[config.mk]
export PLATFORM = sky130hd
export DESIGN_NAME = fetch_prefetch
export DESIGN_NICKNAME = d
export VERILOG_FILES = /design/src/rtl/fetch_prefetch.sv
export SDC_FILE = /design/constraint.sdc
export NUM_CORES = 1
export LEC_CHECK = 0
export CAP_MARGIN = 20
export CORE_MARGIN = 2
export CORE_UTILIZATION = 45
export DETAILED_ROUTE_END_ITERATION = 8
export MAX_ROUTING_LAYER = met4
export PLACE_DENSITY_LB_ADDON = 0.12
export REMOVE_ABC_BUFFERS = 1
export SLEW_MARGIN = 20
export SYNTH_ARGS = -nofsm -noshare
export SYNTH_HDL_FRONTEND = slang
export SYNTH_SLANG_ARGS = --single-unit
[constraint.sdc]
create_clock -name clk -period 4.2 [get_ports clk]
set_input_delay 1.05 -clock clk [delete_from_list [all_inputs] [get_ports clk]]
set_output_delay 1.05 -clock clk [all_outputs]
set_load 0.005 [all_outputs]
[src/rtl/fetch_prefetch.sv]
// Fetch stage with an instruction prefetch queue: issues PCs ahead of decode, pairs returned
// words with their PCs and splits each instruction into scalar/vector decode slots.
module fetch_prefetch #(
  parameter int unsigned    N        = 24,
  parameter int unsigned    DEPTH    = 4,
  parameter int unsigned    PC_STEP  = 1,
  parameter logic [N-1:0]   RESET_PC = '0,
  parameter int unsigned    VEC_BIT  = N - 1
) (
  input  logic         clk,
  input  logic         rst,
  input  logic [N-1:0] ResultW,
  input  logic [N-1:0] ALUResultE,
  input  logic         PCSrcW,
  input  logic         BranchTakenE,
  input  logic         StallF,
  input  logic         StallD,
  input  logic         FlushD,
  input  logic [N-1:0] imem_data,
  input  logic         imem_valid,
  output logic [N-1:0] PCF,
  output logic         imem_req,
  output logic [N-1:0] InstrD,
  output logic [N-1:0] InstrD_vector,
  output logic [N-1:0] PCPlus8D,
  output logic         ValidD
);

  localparam int unsigned PtrW = (DEPTH > 1) ? $clog2(DEPTH) : 1;
  localparam int unsigned CntW = $clog2(DEPTH + 1);

  typedef logic [PtrW-1:0] ptr_t;
  typedef logic [CntW-1:0] cnt_t;

  localparam logic [N-1:0]  Step     = N'(PC_STEP);
  localparam cnt_t          DepthCnt = cnt_t'(DEPTH);
  localparam logic [CntW:0] DepthOcc = (CntW + 1)'(DEPTH);

  logic [N-1:0] pcf_q, pcf_d;
  cnt_t         inflight_q, inflight_d;
  cnt_t         drop_q, drop_d;
  cnt_t         count_q, count_d;
  ptr_t         wptr_q, wptr_d, rptr_q, rptr_d;
  ptr_t         sh_wptr_q, sh_wptr_d, sh_rptr_q, sh_rptr_d;

  logic [N-1:0] fifo_pc    [DEPTH];
  logic [N-1:0] fifo_instr [DEPTH];
  logic [N-1:0] sh_pc      [DEPTH];

  logic [N-1:0] instr_q, instr_d;
  logic [N-1:0] instr_vec_q, instr_vec_d;
  logic [N-1:0] pc_plus_q, pc_plus_d;
  logic         valid_q, valid_d;

  logic          redirect;
  logic [N-1:0]  redirect_pc;
  logic [CntW:0] occupancy;
  logic          resp_dec, accept, push, pop;
  logic [N-1:0]  head_pc, head_instr;

  always_comb begin
    redirect    = BranchTakenE || PCSrcW;
    redirect_pc = BranchTakenE ? ALUResultE : ResultW;
    // Credit counts words still in memory plus words buffered; no credit for a same-cycle pop.
    occupancy   = {1'b0, inflight_q} + {1'b0, count_q};
    imem_req    = !rst && !StallF && !redirect && (occupancy < DepthOcc);
    resp_dec    = imem_valid && (inflight_q != '0);
    accept      = imem_valid && (drop_q == '0) && !redirect;
    push        = accept && (count_q != DepthCnt);
    pop         = !FlushD && !StallD && !redirect && (count_q != '0);
    head_pc     = fifo_pc[rptr_q];
    head_instr  = fifo_instr[rptr_q];
  end

  always_comb begin
    pcf_d      = pcf_q;
    inflight_d = inflight_q;
    drop_d     = drop_q;
    count_d    = count_q;
    wptr_d     = wptr_q;
    rptr_d     = rptr_q;
    sh_wptr_d  = sh_wptr_q;
    sh_rptr_d  = sh_rptr_q;
    if (redirect) begin
      // Every response still owed by memory belongs to the old path.
      pcf_d      = redirect_pc;
      inflight_d = inflight_q - cnt_t'(resp_dec);
      drop_d     = inflight_q - cnt_t'(resp_dec);
      count_d    = '0;
      wptr_d     = '0;
      rptr_d     = '0;
      sh_wptr_d  = '0;
      sh_rptr_d  = '0;
    end else begin
      if (imem_req) begin
        pcf_d     = pcf_q + Step;
        sh_wptr_d = sh_wptr_q + ptr_t'(1);
      end
      inflight_d = inflight_q + cnt_t'(imem_req) - cnt_t'(resp_dec);
      if (imem_valid && (drop_q != '0)) begin
        drop_d = drop_q - cnt_t'(1);
      end
      if (accept) begin
        sh_rptr_d = sh_rptr_q + ptr_t'(1);
      end
      if (push) begin
        wptr_d = wptr_q + ptr_t'(1);
      end
      if (pop) begin
        rptr_d = rptr_q + ptr_t'(1);
      end
      count_d = count_q + cnt_t'(push) - cnt_t'(pop);
    end
  end

  always_comb begin
    instr_d     = instr_q;
    instr_vec_d = instr_vec_q;
    pc_plus_d   = pc_plus_q;
    valid_d     = valid_q;
    if (FlushD) begin
      instr_d     = '0;
      instr_vec_d = '0;
      pc_plus_d   = '0;
      valid_d     = 1'b0;
    end else if (StallD) begin
      valid_d = valid_q;
    end else if (pop) begin
      valid_d   = 1'b1;
      pc_plus_d = head_pc + Step;
      if (head_instr[VEC_BIT]) begin
        instr_d     = '0;
        instr_vec_d = head_instr;
      end else begin
        instr_d     = head_instr;
        instr_vec_d = '0;
      end
    end else begin
      instr_d     = '0;
      instr_vec_d = '0;
      valid_d     = 1'b0;
    end
  end

  always_ff @(posedge clk) begin
    if (rst) begin
      pcf_q       <= RESET_PC;
      inflight_q  <= '0;
      drop_q      <= '0;
      count_q     <= '0;
      wptr_q      <= '0;
      rptr_q      <= '0;
      sh_wptr_q   <= '0;
      sh_rptr_q   <= '0;
      instr_q     <= '0;
      instr_vec_q <= '0;
      pc_plus_q   <= '0;
      valid_q     <= 1'b0;
    end else begin
      pcf_q       <= pcf_d;
      inflight_q  <= inflight_d;
      drop_q      <= drop_d;
      count_q     <= count_d;
      wptr_q      <= wptr_d;
      rptr_q      <= rptr_d;
      sh_wptr_q   <= sh_wptr_d;
      sh_rptr_q   <= sh_rptr_d;
      instr_q     <= instr_d;
      instr_vec_q <= instr_vec_d;
      pc_plus_q   <= pc_plus_d;
      valid_q     <= valid_d;
    end
  end

  // Storage arrays carry no reset; pointers and counts define which entries are live.
  always_ff @(posedge clk) begin
    if (imem_req) begin
      sh_pc[sh_wptr_q] <= pcf_q;
    end
    if (push) begin
      fifo_pc[wptr_q]    <= sh_pc[sh_rptr_q];
      fifo_instr[wptr_q] <= imem_data;
    end
  end

  assign PCF           = pcf_q;
  assign InstrD        = instr_q;
  assign InstrD_vector = instr_vec_q;
  assign PCPlus8D      = pc_plus_q;
  assign ValidD        = valid_q;

endmodule

# Yosys cells after proc, flatten, opt, wreduce, memory -nomap -nowiden
# Memories as Yosys holds them, arrays and structs flattened. A register that Yosys moved wholly into a read port is not among the register bits.
# Index checks and enable logic that the tools add are counted.
# Widths: inputs -> output; s select.
word_totals:
  register_bits: 114
  ram_bits: 288
  output_inout_bits: 98
  wordCells: 78
  mem_count: 3
mem_list:
  columns: ["name", "depth", "width", "rd", "rd_ports_with_merged_regs", "wr", "line_no", "rtl"]
  rows:
  - ["fifo_instr", 4, 24, 1, 1, 1, "47", "logic [N-1:0] fifo_instr [DEPTH];"]
  - ["fifo_pc", 4, 24, 1, 1, 1, "46", "logic [N-1:0] fifo_pc [DEPTH];"]
  - ["sh_pc", 4, 24, 1, 1, 1, "48", "logic [N-1:0] sh_pc [DEPTH];"]
classes:
  add_sub_neg: 13
  n_lt_le_gt_ge: 1
  eq_ne: 1
  n_mux: 21
  bitwise_logic: 1
  n_reduce_logical: 26
ops:
  columns: ["operator", "count"]
  rows:
  - ["$mux 24", 6]
  - ["$add 24x1->24 const B", 2]
  - ["$mux 23", 1]
  - ["$mux 2", 6]
  - ["$logic_and 1x1->1", 11]
  - ["$mux 3", 3]
  - ["$reduce_bool 3->1", 3]
  - ["$sub 3x1->3", 3]
  - ["$add 2x1->2 const B", 4]
  - ["$add 3x1->3", 2]
  - ["$logic_not 1->1", 5]
  - ["$mux 1", 5]
  - ["$add 3x3->4", 1]
  - ["$lt 4x3->1 const B", 1]
  - ["$reduce_bool 2->1", 2]
  - ["$reduce_or 2->1", 2]
  - ["$logic_not 3->1", 1]
  - ["$ne 3x3->1 const B", 1]
  - ["$sub 3x1->3 const B", 1]
  - ["$reduce_and 2->1", 1]
  - ["$logic_or 1x1->1", 1]
  - ["$not 1->1", 1]

# Depth between registers and ports, before layout
# Gate-level depths: netlist of run 1.
logic_depth:
  word_depth: 7
  ltp_mapped: 13
  ltp_nobuf: 13

# Least setup slack after synthesis of run 1
# Ideal clock, no wire load.
synth_timing:
  path_type: "input to register"
  startpoint: "in BranchTakenE"
  endpoint: "mem fifo_instr[1][0] (enable)"
  setup_time_ns: 0.410
  arrival_ns: 3.276
  slack_ns: 0.514
  path_stages: 5
  n_path_buf: 1
  cell_sequence: "clkbuf_1 nor2_1 nand3_1 a21oi_1 and2_1"
synth_via:
  elab_chain_cells: 6
synth_lines:
  columns: ["element", "line_no", "rtl"]
  rows:
  - ["start: declaration", "15", "input logic BranchTakenE,"]
  - ["$logic_or 1x1->1", "62", "redirect = BranchTakenE || PCSrcW;"]
  - ["$logic_not 1->1", "68", "accept = imem_valid && (drop_q == '0) && !redirect;"]
  - ["$logic_and 1x1->1", "68", null]
  - ["$logic_and 1x1->1", "69", "push = accept && (count_q != DepthCnt);"]
  - ["$mux 1", "180", "if (push) begin"]
  - ["$mux 1 (not written as such)", "182", "fifo_instr[wptr_q] <= imem_data;"]
  - ["end: declaration", "47", null]
# Every way passes these cells.

# Worst setup path after layout of run 1
layout_timing:
  startpoint: "in StallF"
  endpoint: "out imem_req"
layout_via:
  elab_chain_cells: 4
layout_lines:
  columns: ["element", "line_no", "rtl"]
  rows:
  - ["start: declaration", "16", "input logic StallF,"]
  - ["$logic_not 1->1", "66", "imem_req = !rst && !StallF && !redirect && (occupancy < DepthOcc);"]
  - ["$logic_and 1x1->1 (3 in series)", "66", null]
  - ["end: declaration", "22", "output logic imem_req,"]
# Every way passes these cells.

==> results of run 1 <==
## per-layer routing
| metal | vias up | global-route usage [%] | share of wire [%] |
|---|---|---|---|
| li1 | 4401 | - | - |
| met1 | 4675 | 24.1 | 44 |
| met2 | 254 | 32.1 | 49 |
| met3 | 37 | 3.47 | 5.7 |
| met4 | 0 | 4.32 | 1.4 |
| met5 | - | - | 0 |
## placed cells by master (no fill, tap or decap), types with 13 or more instances in the layout
master,Yosys,layout
a211oi_1,13,13
a21oi_1,37,37
a22oi_1,51,51
buf_4,1,33
clkbuf_1,49,19
clkbuf_16,0,45
clkdlybuf4s50_1,0,175
dfxtp_1,117,115
edfxtp_1,288,288
ha_1,20,20
inv_1,22,22
mux4_2,65,65
nand2_1,29,29
nand3_1,15,15
nand4_1,13,13
nor2_1,101,101
nor4_1,13,13
o21ai_0,33,33
xnor2_1,27,27
xor2_1,14,14
## final cells by class
class	instances	area share, %
clock buffers	67	6.25
multi-input cells	544	23.7
flip-flops and latches	405	55.4
clock inverters	12	0.656
inverters	23	0.435
repair buffers	214	10.6
well taps	461	2.91
## path summary, 6_finish.rpt
kind                            cells past startpoint           end  startpoint  slack, ns
worst max-delay path                                4      imem_req      StallF       0.41
worst min-delay path                                2        ValidD      ValidD       0.50
worst max register to register                      7  PCPlus8D[22]   flip-flop       1.36
worst min register to register                      2        ValidD      ValidD       0.50
## worst max-delay path: stages
cell             delay [ns]
clkdlybuf4s50_1        0.41
or4_1                  0.51
nor3_2                 0.22
clkdlybuf4s50_1        0.54
## cells in the mapped netlist (all sizes together), types with 5 or more instances
master	count
ha	20
xnor2	27
a211oi	13
and2	11
a21oi	37
nand4	14
nor4	18
nor3	11
buf	14
xor2	14
nand2	29
inv	23
edfxtp	288
mux2i	11
dfxtp	117
a22oi	51
clkbuf	49
nor2b	5
nand3	15
o21ai	36
or3	6
mux4	72
nor2	101
or2	5
## cells by family (layout without fill, tap and decap cells)
kind of cell / count (synthesis) / count (layout) / synth area share [%]
xor gates and xnor gates: 41 / 41 / 2.24
adders and majority gates: 22 / 22 / 1.81
AOI/OAI and AO/OA: 168 / 168 / 6.89
buffers and inverters: 86 / 316 / 2.32
muxes: 84 / 84 / 11.0
other: 1 / 1 / 0.0234
and+or+nand+nor: 228 / 228 / 7.20
DFF: 405 / 405 / 68.5
## flip-flops by register name (all words and copies together) (netlist names), 23 cells and up, named ones only
name / flops
PCPlus8D: 24
sh_pc: 96
fifo_instr: 96
InstrD: 23
InstrD_vector: 24
fifo_pc: 96
PCF: 24
## through the flow
step | utilization, % | instance area [µm²] | worst slack, ns
3_5_place_dp | 52.3 | 18500 | 0.418
3_3_place_gp | 52.3 | 18500 | 0.422
2_1_floorplan | - | 15800 | -0.734
5_1_grt | 56.2 | 19800 | 0.363
4_1_cts | 56.2 | 19800 | 0.411
6_report | 56.2 | 19800 | 0.415
## power groups by stage
stage,logic [mW],clock network (mW),registers (mW)
6_report,0.584,3.65,4.44
5_1_grt,0.650,3.89,4.45
4_1_cts,0.592,3.73,4.44
3_5_place_dp,0.589,0,4.52
3_3_place_gp,0.583,0,4.52
2_1_floorplan,0.316,0,4.50
==> flow_summary.toml, run 1 <==
[synth]
ys_seq_area_share_pct = 68.5
ys_ff_latch = 405
synth_top_flop_cell = "edfxtp_1"
syn_inst = 1035
synth_top_area_share_pct = 53.9
synth.cell_area_um2 = 16000
syn_area_per_cell_um2 = 15.5
ys_types = 63
synth_edf_count = 288
async_reset_ff_share_pct = 0
yosys.area.top_type = "edfxtp_1"
synth_warnings = 0
synthTopCellsByArea = "edfxtp_1, dfxtp_1, mux4_2"

[cts]
clk_pin_slew_ns = 0.06
cts_tree = "done"
root_buffer = "clkbuf_16"
htree_levels = 2
cts_resized = 0
worstSkewPairLatency_ns = 0.52
hold_buffers = 0
clock_sinks = 405
cts_buffers = 43
clk_path_buf_depth = 3
post-cts-setup-buffers = 0

[drt]
drtIter0Drc = 549
via_per_inst = 5.43
drt-total-wl_um = 34000
drc_errors = 0
drtAntennaViolNets = 0
via_count = 9367
dr.pass1.iters = 5
drt-wirelength-per-cell_um = 19.7

[power_and_ir_drop]
power_density_nw_per_um2 = 437
swShare_pct = 21.0
clockPowerShare_pct = 42.1
leakage_nw = 6.36
comb_power_share_pct = 6.7
p_int_mw = 6.85
p_seq_share_pct = 51.2
ir_drop_mv = 0.308
p_switching_mw = 1.82
power_mw = 8.67

[global_routing]
antenna_found_initial = 0
grt_pass1_vias = 9432
grt_overflow = 0
grt_usage_pct = 19.1
grt_pass1_wl_um = 52800
grt_max_degree = 59

[final_layout]
area_delta_synth_final_pct = 23.6
final_cells = 1726
multi_input_area_um2 = 4700
fill_cells = 2880
drive_gt1_share_pct = 14.7
antenna_cells = 0
nNetsFinal = 1333
seq_area_um2 = 11000

[placed_design]
place.gp.congestion = 0.818
dp.cells = 1647
dpl.hpwl_um = 22600
place.port_buffers = 176

[sta]
max-slew-margin-rel_pct = 30.7
finClkSkew_ns = 0.0139
drv_slew = 0
finalCritPeriodShare_pct = 90.1
hold_viol = 0
setup_viol = 0
whs_ns = 0.497
rsz0062_at_grt = "false"
layout_min_cycle_time_ns = 3.79
finalSetupTns_ns = 0
fmax_ghz = 0.264
tightest_slew_ns = 1.04

[floorplanning]
die_area_um2 = 37200
die_width_um = 193
start_util_pct = 45.4
pin_count = 178
num_rows = 69
core_um2 = 35300
chipHeight_um = 193

[setup_path]
cp_data_required_time_ns = 3.15
critPathMaxFanout = 2
endpoint_kind = "primary output"
critical_path.startpoint_type = "input port"
arrival_ns = 2.74
critPathKind = "in2out"

[run]
drv_cap = 0

[worst_hold_path]
hp-class = "reg2reg"

[status]
status = "completed"
Power figures use the tool's default switching activity.
==> inputs of run 2 (changes only) <==
--- a/config.mk
+++ b/config.mk
@@ -8,10 +8,12 @@
 export CAP_MARGIN = 20
 export CORE_MARGIN = 2
 export CORE_UTILIZATION = 45
+export CTS_CLUSTER_DIAMETER = 200
 export DETAILED_ROUTE_END_ITERATION = 8
 export MAX_ROUTING_LAYER = met4
 export PLACE_DENSITY_LB_ADDON = 0.12
 export REMOVE_ABC_BUFFERS = 1
+export SETUP_SLACK_MARGIN = 0.15
 export SLEW_MARGIN = 20
 export SYNTH_ARGS = -nofsm -noshare
 export SYNTH_HDL_FRONTEND = slang
==> results of run 2 <==
Final layout, timing and power as in run 1 (identical DEF).
==> inputs of run 3 (changes only) <==
--- a/config.mk
+++ b/config.mk
@@ -18,3 +18,4 @@
 export SYNTH_ARGS = -nofsm -noshare
 export SYNTH_HDL_FRONTEND = slang
 export SYNTH_SLANG_ARGS = --single-unit
+export TNS_END_PERCENT = 5
==> results of run 3 <==
Final layout, timing and power as in run 1 (identical DEF).
